==> config.mk <==
export PLATFORM = sky130hd
export DESIGN_NAME = uart_rx_fifo
export DESIGN_NICKNAME = d
export VERILOG_FILES = /design/src/rtl/uart_rx_fifo.sv
export SDC_FILE = /design/constraint.sdc
export NUM_CORES = 1
export LEC_CHECK = 0
export ABC_CLOCK_PERIOD_IN_PS = 6600
export BUFFER_PORTS_ARGS = -buffer_cell sky130_fd_sc_hd__buf_2
export CAP_MARGIN = 20
export CORE_MARGIN = 1
export CORE_UTILIZATION = 45
export DETAILED_ROUTE_END_ITERATION = 12
export GPL_TIMING_DRIVEN = 0
export SLEW_MARGIN = 20
export SYNTH_ARGS = -nofsm -noshare
export SYNTH_HDL_FRONTEND = slang
export SYNTH_SLANG_ARGS = --single-unit
==> constraint.sdc <==
create_clock -name clk -period 6.6 [get_ports clk]
set_input_delay 0.66 -clock clk [delete_from_list [all_inputs] [get_ports clk]]
set_output_delay 0.66 -clock clk [all_outputs]
set_load 0.05 [all_outputs]
==> src/rtl/uart_rx_fifo.sv <==
// uart_rx_fifo: receive-side byte buffer behind the UART receiver.
// Captures one byte per rising edge of rx_ready into a first-word-fall-through
// FIFO and drains it with a valid/ready handshake. Bytes that arrive while the
// FIFO is full are dropped. Each drop sets a sticky overflow flag and bumps a
// saturating drop counter.
//
// Ports:
//   clk, rstn            clock, asynchronous active-low reset
//   rx_data, rx_ready    receiver parallel byte and data-ready level
//   rd_data, rd_valid    head-of-FIFO byte, FIFO non-empty
//   rd_ready             consumer accepts rd_data this cycle
//   flush                synchronous discard of all contents
//   ovf_clear            clears overflow and drop_count
//   count                occupancy, 0..2^DEPTH_LOG2
//   full, almost_full    occupancy flags
//   overflow, drop_count sticky drop flag and saturating drop counter
module uart_rx_fifo #(
    parameter int unsigned WIDTH      = 8,
    parameter int unsigned DEPTH_LOG2 = 4,
    parameter int unsigned AF_LEVEL   = 12
) (
    input  logic                  clk,
    input  logic                  rstn,
    input  logic [WIDTH-1:0]      rx_data,
    input  logic                  rx_ready,
    output logic [WIDTH-1:0]      rd_data,
    output logic                  rd_valid,
    input  logic                  rd_ready,
    input  logic                  flush,
    input  logic                  ovf_clear,
    output logic [DEPTH_LOG2:0]   count,
    output logic                  full,
    output logic                  almost_full,
    output logic                  overflow,
    output logic [7:0]            drop_count
);

    localparam int unsigned DEPTH = 32'(1) << DEPTH_LOG2;
    localparam int unsigned PW    = DEPTH_LOG2 + 1;
    localparam int unsigned DCW   = 8;

    logic [WIDTH-1:0] mem [DEPTH];

    logic [PW-1:0] wr_ptr, rd_ptr;
    logic [PW-1:0] wr_ptr_n, rd_ptr_n;
    logic          rx_ready_q;
    logic          push_req, push, pop, drop;

    // One request per receiver completion, however long rx_ready is held
    assign push_req = rx_ready & ~rx_ready_q;

    assign rd_valid    = (count != '0);
    assign full        = (count == PW'(DEPTH));
    assign almost_full = (count >= PW'(AF_LEVEL));
    assign rd_data     = mem[rd_ptr[DEPTH_LOG2-1:0]];

    assign pop  = rd_valid & rd_ready;
    // A pop in the same cycle frees the slot, so a full FIFO still accepts
    assign push = push_req & (~full | pop);
    // A flush discards a coincident request silently; it does not count as a drop
    assign drop = push_req & full & ~pop & ~flush;

    // Next pointer values; flush overrides push and pop
    always_comb begin
        wr_ptr_n = wr_ptr;
        rd_ptr_n = rd_ptr;
        if (flush) begin
            wr_ptr_n = '0;
            rd_ptr_n = '0;
        end else begin
            if (push) wr_ptr_n = wr_ptr + PW'(1);
            if (pop)  rd_ptr_n = rd_ptr + PW'(1);
        end
    end

    // Edge detector, pointers and occupancy
    always_ff @(posedge clk or negedge rstn) begin
        if (!rstn) begin
            rx_ready_q <= 1'b0;
            wr_ptr     <= '0;
            rd_ptr     <= '0;
            count      <= '0;
        end else begin
            rx_ready_q <= rx_ready;
            wr_ptr     <= wr_ptr_n;
            rd_ptr     <= rd_ptr_n;
            count      <= wr_ptr_n - rd_ptr_n;
        end
    end

    // Storage array; not reset
    always_ff @(posedge clk) begin
        if (push && !flush) begin
            mem[wr_ptr[DEPTH_LOG2-1:0]] <= rx_data;
        end
    end

    // Overflow tracking; a drop in the same cycle as ovf_clear wins
    always_ff @(posedge clk or negedge rstn) begin
        if (!rstn) begin
            overflow   <= 1'b0;
            drop_count <= '0;
        end else if (drop) begin
            overflow <= 1'b1;
            if (ovf_clear) begin
                drop_count <= DCW'(1);
            end else if (drop_count != '1) begin
                drop_count <= drop_count + DCW'(1);
            end
        end else if (ovf_clear) begin
            overflow   <= 1'b0;
            drop_count <= '0;
        end
    end

endmodule
==> impl_results.md, run 1 <==
- Status: completed
- Setup violators final: 0
- Worst vdd ir: 0.3211 mV
- Cell taking the most area after synthesis: edfxtp_1
- Final Hold Fails: 0
- Die Area: 0.01484 mm²
- Grt total ovfl: 0
- Post-synth EDFFs: 128
- Reg2reg setup slack: 3.41 ns
- Hold-fix buffers, CTS: 0
- Max Freq: 275.4 MHz
- Placer congestion estimate: 0.7472
- RSZ-0062 raised after global routing: no
- Core area: 0.01393 mm²
- Yosys warns: 0
- Die Y-Extent: 121.8 µm
- Nets: 449
- First-pass GRT wire length: 19.49 mm
- Worst hold path type: in -> async
- Period utilization: 55.03%
- Syn Nets: 394
- Inserted Clock Buffers: 17
- Starting Density: 46.35%
- Mapped cell area: 0.006459 mm²
- Critical path launch point type: flip-flop
- Worst r2r path cells: 12
- Max FO, Critical Path: 10
- Post-CTS sizing: 0
- Async SR Flop Fraction: 16.34%
- Synth top area share: 59.51%
- Ranking of synthesized cells by area: edfxtp_1 (60%), mux4_2 (11%), dfrtp_1 (9.7%)
- Most frequent cells after synthesis: edfxtp_1 (128), mux4_2 (32), dfrtp_1 (25), and2_1 (16)
- Clock tree from TritonCTS: done
- Final cell count without fillers: 614
- Setup TNS: 0 ns
- Diodes inserted: 0
- DR pass1 iterations: 5
- Gr usage total: 18.69%
- Most used standard cell by instance count after synthesis: edfxtp_1
- Longest Clk Path Bufs: 2
- Fin area: 0.007363 mm²
- Depth of the CTS H-tree: 4
- Port Buffers: 36
- Routed Antenna Nets: 0
- CP Capture Type: output pin
- Critical path arrival: 2.97 ns
- Yosys cell types: 47
- Worst Skew: 0.005650 ns
- Slew Viols, Final: 0
- Routed length per instance: 20.21 µm
- Row count: 43
- CP Class: reg -> out
- Clock slew seen by the registers of the worst setup and hold paths: 0.06 ns
- Initial antenna violation count: 0
- DRT Wirelength: 12.41 mm
- Seq/Total Area, Yosys: 69.20%
- Drt via density: 5.469
- Clock latency on the worst-skew pair: 0.41 ns
- MaxCap Viol Count: 0
- Vias: 3,358
- Estimated wirelength of the detail-placed design: 8.427 mm
- Predominant post-synthesis flop cell: edfxtp_1
- Tot Pwr: 2541 µW
- # clock sinks: 153
- Mean post-synth cell area: 17.50 µm²
- FF-to-FF End: count[4]
- Fillcell total: 1,131
- Root Buffer: clkbuf_16
- PwrDens: 345.1 mW/mm²
- Ports: 39
- Vias in the first global route: 3,502
- Drt drc: 0
- Layout overhead on the synthesized area: 14.01%
- Minimum clock period: 3.632 ns
- Final WS setup: 2.968 ns
- DP Worst Slack: 3.319 ns
- Setup Buffers After CTS: 0
- Dpl cells: 585
- Area after DPL: 0.006864 mm²
- Slew of the pin with the lowest slew margin: 0.7399 ns
- Largest net degree at the start of global routing: 26
- Worst r2r src: rd_ptr[0]
- Layout cell share with drive strength beyond 1: 24.65%
- Rel. slew slack: 50.22%
- Die X: 121.8 µm
- Syn Inst Count: 369
- Static leakage: 0.002579 µW
- Initial drt markers: 224
- Yosys reg bits: 153
- WP data required: 5.94 ns
==> flip-flops by register name, indices dropped and copies added, names as in the netlist <==
signal / flops
mem: 128
count: 5
overflow: 1
rd_ptr: 5
drop_count: 8
rx_ready_q: 1
wr_ptr: 5
==> worst max-delay path, cell delays in order (launching register included) <==
cell	delay (ns)
dfrtp_1	0.34
buf_2	0.25
buf_2	0.38
buf_2	0.43
mux4_2	0.57
mux2i_1	0.18
a21oi_1	0.14
buf_2	0.26
==> logic make-up (layout without fill, tap and decap cells) <==
family / Yosys count / count (layout) / synth area share [%]
compound gates: 40 / 40 / 4.165
flops: 153 / 153 / 69.20
fa+ha+maj: 11 / 11 / 2.247
mux: 42 / 42 / 12.71
simple gates: 83 / 83 / 8.040
xor+xnor: 14 / 14 / 1.899
buf+inv: 26 / 91 / 1.744
==> power breakdown <==
part           total (µW)  internal, µW  leakage, µW  switching (µW)
sequential           1090          1070      0.00149            21.2
combinational         606           223     0.000845             382
clock                 843           504     0.000244             339
==> per-layer routing <==
layer	up-vias	wire, µm	track usage [%]
li1	1557	-	-
met1	1719	5626	24.94
met3	15	493	4.869
met4	0	191	7.099
met5	-	0	0
met2	67	6100	29.41
==> worst max path at each step <==
stage               slack, ns          to       from  cells after the start
finish                   2.97  rd_data[0]  rd_ptr[0]                      7
global route             2.72  rd_data[2]  rd_ptr[0]                      7
CTS                      2.87  rd_data[0]  rd_ptr[0]                      7
detailed placement       3.32  rd_data[0]  rd_ptr[0]                      7
global placement         3.29  rd_data[7]  rd_ptr[0]                      7
floorplan                3.55    count[4]   count[1]                     10
==> area by class of cell <==
cell class | count | area, µm² | area share (%)
inverters | 9 | 33.78 | 0.4588
clock buffers | 22 | 444.2 | 6.032
multi-input cells | 190 | 1877 | 25.49
repair buffers | 36 | 180.2 | 2.447
flip-flops and latches | 153 | 4469 | 60.70
well taps | 180 | 225.2 | 3.059
plain buffers | 17 | 78.83 | 1.071
clock inverters | 7 | 55.05 | 0.7477
==> cells in the final DEF, fill, tap and decap left out, types with 5 or more instances in the layout <==
| master | instances |
|---|---|
| mux4_2 | 32 |
| mux2i_1 | 10 |
| clkbuf_16 | 17 |
| xor2_1 | 7 |
| dfrtp_1 | 25 |
| xnor2_1 | 7 |
| nor2_1 | 14 |
| ha_1 | 10 |
| nor2b_1 | 10 |
| clkbuf_1 | 12 |
| inv_1 | 9 |
| nand2_1 | 6 |
| or2_2 | 5 |
| buf_2 | 42 |
| a211oi_1 | 8 |
| a21oi_1 | 14 |
| and2_1 | 16 |
| edfxtp_1 | 128 |
==> metrics by stage <==
step	hold slack [ns]	util (%)
finish	0.2419	52.84
global route	0.2774	52.84
CTS	0.2474	52.84
detailed placement	0.4687	49.26
global placement	0.4636	49.26
floorplan	0.3644	-
Power figures use the tool's default switching activity.
==> inputs of run 2 (changes only) <==
Settings changed: ABC_CLOCK_PERIOD_IN_PS 6600 to 3100.
Clock period 6.6 ns to 3.1 ns, I/O delays scaled along.
==> run 2 against run 1 <==
Net effect: non-clock buffer count rose by 1; setup slack lost 2.8 ns; sequential cell count unchanged; critical path type is now reg -> reg; clock power up 110%; via count shrank 0.89%; critical path depth grew 5; die area stayed put.
==> impl_results.md, run 2 (synthesis gave the netlist of run 1 again) <==
- Cell Int Power: 3858 µW (+110%)
- Slowest-stage cell, CP: or4_4
- Final WS setup: 0.1505 ns (-2.818 ns)
- Bufs and invs on worst path: 2 (-2)
- Root Buffer: clkbuf_16
- Most common cell after layout, fill and taps aside: edfxtp_1
- Clock slew seen by the registers of the worst setup and hold paths: 0.06 ns (about the same)
- GR Layer Usage met3: 4.869% (unchanged)
- Clock latency on the worst-skew pair: 0.42 ns (about the same)
- Static leakage: 0.002598 µW (+0.72%)
- DP Worst Slack: -0.1081 ns (-3.427 ns)
- Drt via density: 5.411 (-1.1%)
- Largest net degree at the start of global routing: 26 (unchanged)
- Vias: 3,328 (-0.89%)
- Max FFs per register: 128 (unchanged)
- Setup violators final: 0 (unchanged)
- Routed length per instance: 20.13 µm (-0.43%)
- Max FO, Critical Path: 6 (-4)
- CP Class: reg -> reg
- Most Crowded Layer GR: met2
- Drt drc: 0 (unchanged)
- First-pass GRT wire length: 19.49 mm (unchanged)
- Die Y-Extent: 121.8 µm (unchanged)
- MaxCap Viol Count: 0 (unchanged)
- Slew Viols, Final: 0 (unchanged)
- Depth of the CTS H-tree: 4 (unchanged)
- Row count: 43 (unchanged)
- Estimated wirelength of the detail-placed design: 8.427 mm (unchanged)
- Vias in the first global route: 3,502 (unchanged)
- Layout cell share with drive strength beyond 1: 26.44% (+1.8 points)
- CP Cell Sequence: or4_4, buf_6, o21a_4, xnor2_1, nor2_2, ha_2, inv_1, fa_2, a21o_1, a21oi_2, o41ai_1, o32ai_1
- Grt total ovfl: 0 (unchanged)
- Seq pwr share: 42.8% (-0.2 points)
- CP max stage delay: 0.54 ns (-0.03 ns)
- Die X: 121.8 µm (unchanged)
- M2 GR Usage: 29.41% (unchanged)
- Critical path arrival: 3.26 ns (+0.29 ns)
- Inserted Clock Buffers: 17 (unchanged)
- WP data required: 3.41 ns (-2.53 ns)
- Starting Density: 46.35% (unchanged)
- # clock sinks: 153 (unchanged)
- DRT Wirelength: 12.38 mm (-0.27%)
- DR pass1 iterations: 4 (-1)
- Period utilization: 95.14%
- Gr usage total: 18.69% (unchanged)
- CP Capture Type: flip-flop
- Initial drt markers: 206 (-8.0%)
- Port Buffers: 36 (unchanged)
- Rel. slew slack: 49.96% (-0.25 points)
- PwrDens: 733.3 mW/mm² (+110%)
- Setup Buffers After CTS: 0 (unchanged)
- Max Freq: 339.0 MHz
- Placer congestion estimate: 0.7472 (unchanged)
- Switch Pwr: 1578 µW (+110%)
- Core area: 0.01393 mm² (unchanged)
- Nets: 450 (+0.22%)
- Minimum clock period: 2.949 ns
- Worst vdd ir: 0.6896 mV (+110%)
- Layout overhead on the synthesized area: 14.78%
- Sw Ratio: 29.03% (-0.18 points)
- Comb pwr share: 24.3% (+0.5 points)
- Die Area: 0.01484 mm² (unchanged)
- Diodes inserted: 0 (unchanged)
- Ports: 39 (unchanged)
- Slew of the pin with the lowest slew margin: 0.7437 ns (+0.003769 ns)
- Worst Skew: 0.01670 ns (+0.01105 ns)
- Clock power frac: 32.9% (-0.3 points)
- Tot Pwr: 5436 µW (+110%)
- Most frequent cells in the layout: edfxtp_1 (128), buf_2 (40), mux4_2 (32), dfrtp_1 (25), clkbuf_16 (17)
- CP delay by family, top: compound AO/OA/AOI/OAI gates
- Worst hold path type: in -> reg
- Critical path launch point type: flip-flop
- Status: completed
- Met1 usage: 24.94% (unchanged)
- Initial antenna violation count: 0 (unchanged)
- Routed Antenna Nets: 0 (unchanged)
- Final Hold Fails: 0 (unchanged)
- Longest Clk Path Bufs: 2 (unchanged)
- RSZ-0062 raised after global routing: yes
- Clock tree from TritonCTS: done
## run 2: area by class of cell
class	count	area, µm²
buffer	17	97.59
clock buffer	22	444.2
clock inverter	7	55.05
fill	1128	6521
inverter	9	33.78
multi-input combinational	190	1898
sequential	153	4469
tap	180	225.2
timing repair buffer	37	190.2
## run 2: worst register-to-register path: cells and delay by family, from the launching register on
kind                       cells  cell delay (ns)
AOI/OAI and AO/OA              5             0.85
xor gates and xnor gates       1             0.14
adders and majority gates      2             0.53
buffers and inverters          2             0.21
DFF                            1             0.40
and+or+nand+nor                2             0.71
## run 2: timing repair
item                                   CTS  global route
setup endpoints to repair                9             6
resized for setup                        5            11
pin swaps                                0             4
hold buffers                             1             0
endpoints found under the hold margin   25             0
## run 2: power by group through the flow
stage               combinational (µW)  sequential, µW  clock (µW)
floorplan                          900            2460           0
global placement                  1310            2360           0
global route                      1420            2330        1910
CTS                               1330            2320        1840
finish                            1320            2330        1790
detailed placement                1320            2360           0
## run 2: through the flow
stage / hold WS (ns) / util, % / cell area [µm²] / setup TNS [ns] / cells
finish: 0.02151 / 53.20 / 7413 / 0 / 615
detailed placement: 0.3473 / 49.26 / 6864 / -0.1081 / 585
floorplan: 0.01441 / - / 6459 / 0 / 369
global route: 0.01098 / 53.20 / 7413 / -0.02789 / 615
CTS: 0.007366 / 52.99 / 7385 / 0 / 615
global placement: 0.3427 / 49.26 / 6864 / -0.1394 / 585
## run 2: layer usage
metal | share of wire (%) | vias to the layer above | wire length [µm]
met1 | 45 | 1689 | 5560
met3 | 4.0 | 7 | 500
met5 | 0 | - | 0
met4 | 0.74 | 0 | 92
met2 | 50 | 67 | 6223
li1 | - | 1565 | -
## run 2: final timing paths
kind | startpoint | to | slack, ns | cells after the start
worst max-delay path | count[1] | count[4] | 0.15 | 12
worst min-delay path | rx_ready | rx_ready_q | 0.02 | 1
worst max register to register | count[1] | count[4] | 0.15 | 12
worst min register to register | overflow | overflow | 0.49 | 1
max in group asynchronous | rstn | count[1] | 2.27 | 2
min in group asynchronous | rstn | drop_count[5] | 0.42 | 2
==> inputs of run 3 (changes only) <==
Settings changed: PLACE_DENSITY from default to 0.72.
==> run 3 against run 2 <==
Net effect: fmax decreased by 2.4%; clock-buffer cell count decreased by 5; clock power about the same; largest cell class unchanged; final cell count increased by 0.65%; via count increased by 3.6%.
==> impl_results.md, run 3 (synthesis gave the netlist of run 1 again) <==
- Nets: 451 (+0.22%)
- CP Class: reg -> reg
- Clock latency on the worst-skew pair: 0.42 ns (about the same)
- Worst Skew: 0.008427 ns (-0.008269 ns)
- Most Crowded Layer GR: met2
- GR Layer Usage met3: 4.869% (unchanged)
- Clock tree from TritonCTS: done
- Inserted Clock Buffers: 17 (unchanged)
- Routed Antenna Nets: 0 (unchanged)
- Longest Clk Path Bufs: 2 (unchanged)
- Fin area: 0.007416 mm² (about the same)
- CP Capture Type: flip-flop
- Max FO, Critical Path: 6 (unchanged)
- Die X: 121.8 µm (unchanged)
- Core area: 0.01393 mm² (unchanged)
- Slowest-stage cell, CP: or4_4
- MaxCap Viol Count: 0 (unchanged)
- Placer congestion estimate: 0.8374 (+12%)
- First-pass GRT wire length: 19.64 mm (+0.74%)
- Final WS setup: 0.07764 ns (-0.07289 ns)
- Diodes inserted: 0 (unchanged)
- Grt total ovfl: 0 (unchanged)
- Minimum clock period: 3.022 ns (+0.07289 ns)
- M2 GR Usage: 31.14% (+1.7 points)
- Largest net degree at the start of global routing: 26 (unchanged)
- Storage cell area: 0.004469 mm² (unchanged)
- Setup violators final: 0 (unchanged)
- Slew Viols, Final: 0 (unchanged)
- Routed length per instance: 20.60 µm (+2.4%)
- DRT Wirelength: 12.75 mm (+3.0%)
- Area of the multi-input gates: 0.001884 mm² (-0.72%)
- DP Worst Slack: -0.08519 ns (+0.02293 ns)
- Initial drt markers: 296 (+44%)
- Critical path launch point type: flip-flop
- Slew of the pin with the lowest slew margin: 0.6173 ns (-0.1264 ns)
- Root Buffer: clkbuf_16
- Depth of the CTS H-tree: 4 (unchanged)
- Drt drc: 0 (unchanged)
- Drt via density: 5.569 (+2.9%)
- Max Freq: 330.9 MHz (-2.4%)
- Fin util: 53.22% (about the same)
- Most frequent cells in the layout: edfxtp_1 (128), buf_2 (39), mux4_2 (32), dfrtp_1 (25), clkbuf_16 (17)
- Vias in the first global route: 3,611 (+3.1%)
- DR pass1 iterations: 5 (+1)
- Die Y-Extent: 121.8 µm (unchanged)
- Worst hold path type: in -> reg
- Estimated wirelength of the detail-placed design: 8.487 mm (+0.72%)
- Row count: 43 (unchanged)
- Final Hold Fails: 0 (unchanged)
- Status: completed
- Max FFs per register: 128 (unchanged)
- Most common cell after layout, fill and taps aside: edfxtp_1
- # clock sinks: 153 (unchanged)
- Fillcell total: 1,097 (-2.7%)
- Area after DPL: 0.006864 mm² (unchanged)
- Rel. slew slack: 58.46% (+8.5 points)
- CP Cell Sequence: or4_4, buf_6, o21a_2, xnor2_1, nor2_1, ha_1, inv_1, fa_2, a21o_1, a21oi_2, o41ai_1, o32ai_1
- Port Buffers: 36 (unchanged)
- Starting Density: 46.35% (unchanged)
- Worst vdd ir: 0.6922 mV (+0.39%)
- Worst hold slack: 0.02335 ns (+0.001848 ns)
- PwrDens: 734.5 mW/mm² (+0.17%)
- RSZ-0062 raised after global routing: yes
- Layout overhead on the synthesized area: 14.82% (about the same)
- Ports: 39 (unchanged)
- Static leakage: 0.002602 µW (+0.17%)
- Clock slew seen by the registers of the worst setup and hold paths: 0.06 ns (about the same)
- WP data required: 3.43 ns (+0.02 ns)
- Vias: 3,447 (+3.6%)
- Gr usage total: 18.92% (+0.23 points)
- Met1 usage: 23.58% (-1.4 points)
- Initial antenna violation count: 0 (unchanged)
- Layout cell share with drive strength beyond 1: 27.56% (+1.1 points)
- Die Area: 0.01484 mm² (unchanged)
- CP max stage delay: 0.54 ns (about the same)
- Period utilization: 97.50% (+2.4 points)
- Critical path arrival: 3.35 ns (+0.09 ns)
## run 3: cell types whose count changed in the layout (fill, tap and decap cells not counted), sizes merged
cell / change
clkinv: +5
clkbuf: -4
bufinv: -1
clkinvlp: +3
inv: +1
## run 3: worst paths after layout
check | from | end | slack (ns) | cells after the start
worst min register to register | overflow | overflow | 0.51 | 1
worst max-delay path | count[1] | count[4] | 0.08 | 12
worst max register to register | count[1] | count[4] | 0.08 | 12
max in group asynchronous | rstn | rd_ptr[0] | 2.30 | 2
worst min-delay path | rx_ready | rx_ready_q | 0.02 | 1
min in group asynchronous | rstn | drop_count[6] | 0.42 | 2
## run 3: layer usage
metal	wire, µm	vias to the layer above
met1	5601	1760
met3	587	24
met4	299	0
li1	-	1559
met5	0	-
met2	6263	104
## run 3: area by class of cell
cell class	count	area share (%)
Tap cell	180	3.037
Clock buffer	17	5.736
Sequential cell	153	60.27
Timing Repair Buffer	38	2.666
Buffer	17	1.282
Clock inverter	15	1.147
Multi-Input combinational cell	190	25.41
Inverter	9	0.4555
## run 3: metrics by stage
stage	setup TNS [ns]	total power (µW)	instances
after CTS	0	5472	618
after detailed placement	-0.08519	3682	585
final	0	5447	619
after global routing	-0.05597	5646	619
after global placement	-0.09752	3664	585
after floorplan	0	3356	369
## run 3: repair_timing
action / 4_1_cts / 5_1_grt
gates resized for setup: 5 / 5
setup endpoints to repair: 9 / 6
hold endpoints to repair: 25 / 0
pin swaps: 0 / 2
setup buffers: 0 / 1
hold buffers: 1 / 0
cloned: 0 / 0
## run 3: power by group
group	leakage (µW)	switching, µW	internal (µW)
combinational	0.000863	833	508
sequential	0.00149	45.6	2280
clock	0.000248	781	1000
total	0.00260	1660	3790
## run 3: critical path, delay by kind of cell, from the launching register on
kind | cells | cell delay, ns
buffers and inverters | 2 | 0.22
adders and majority gates | 2 | 0.53
and+or+nand+nor | 2 | 0.74
DFF | 1 | 0.40
xor gates and xnor gates | 1 | 0.15
AOI/OAI and AO/OA | 5 | 0.91
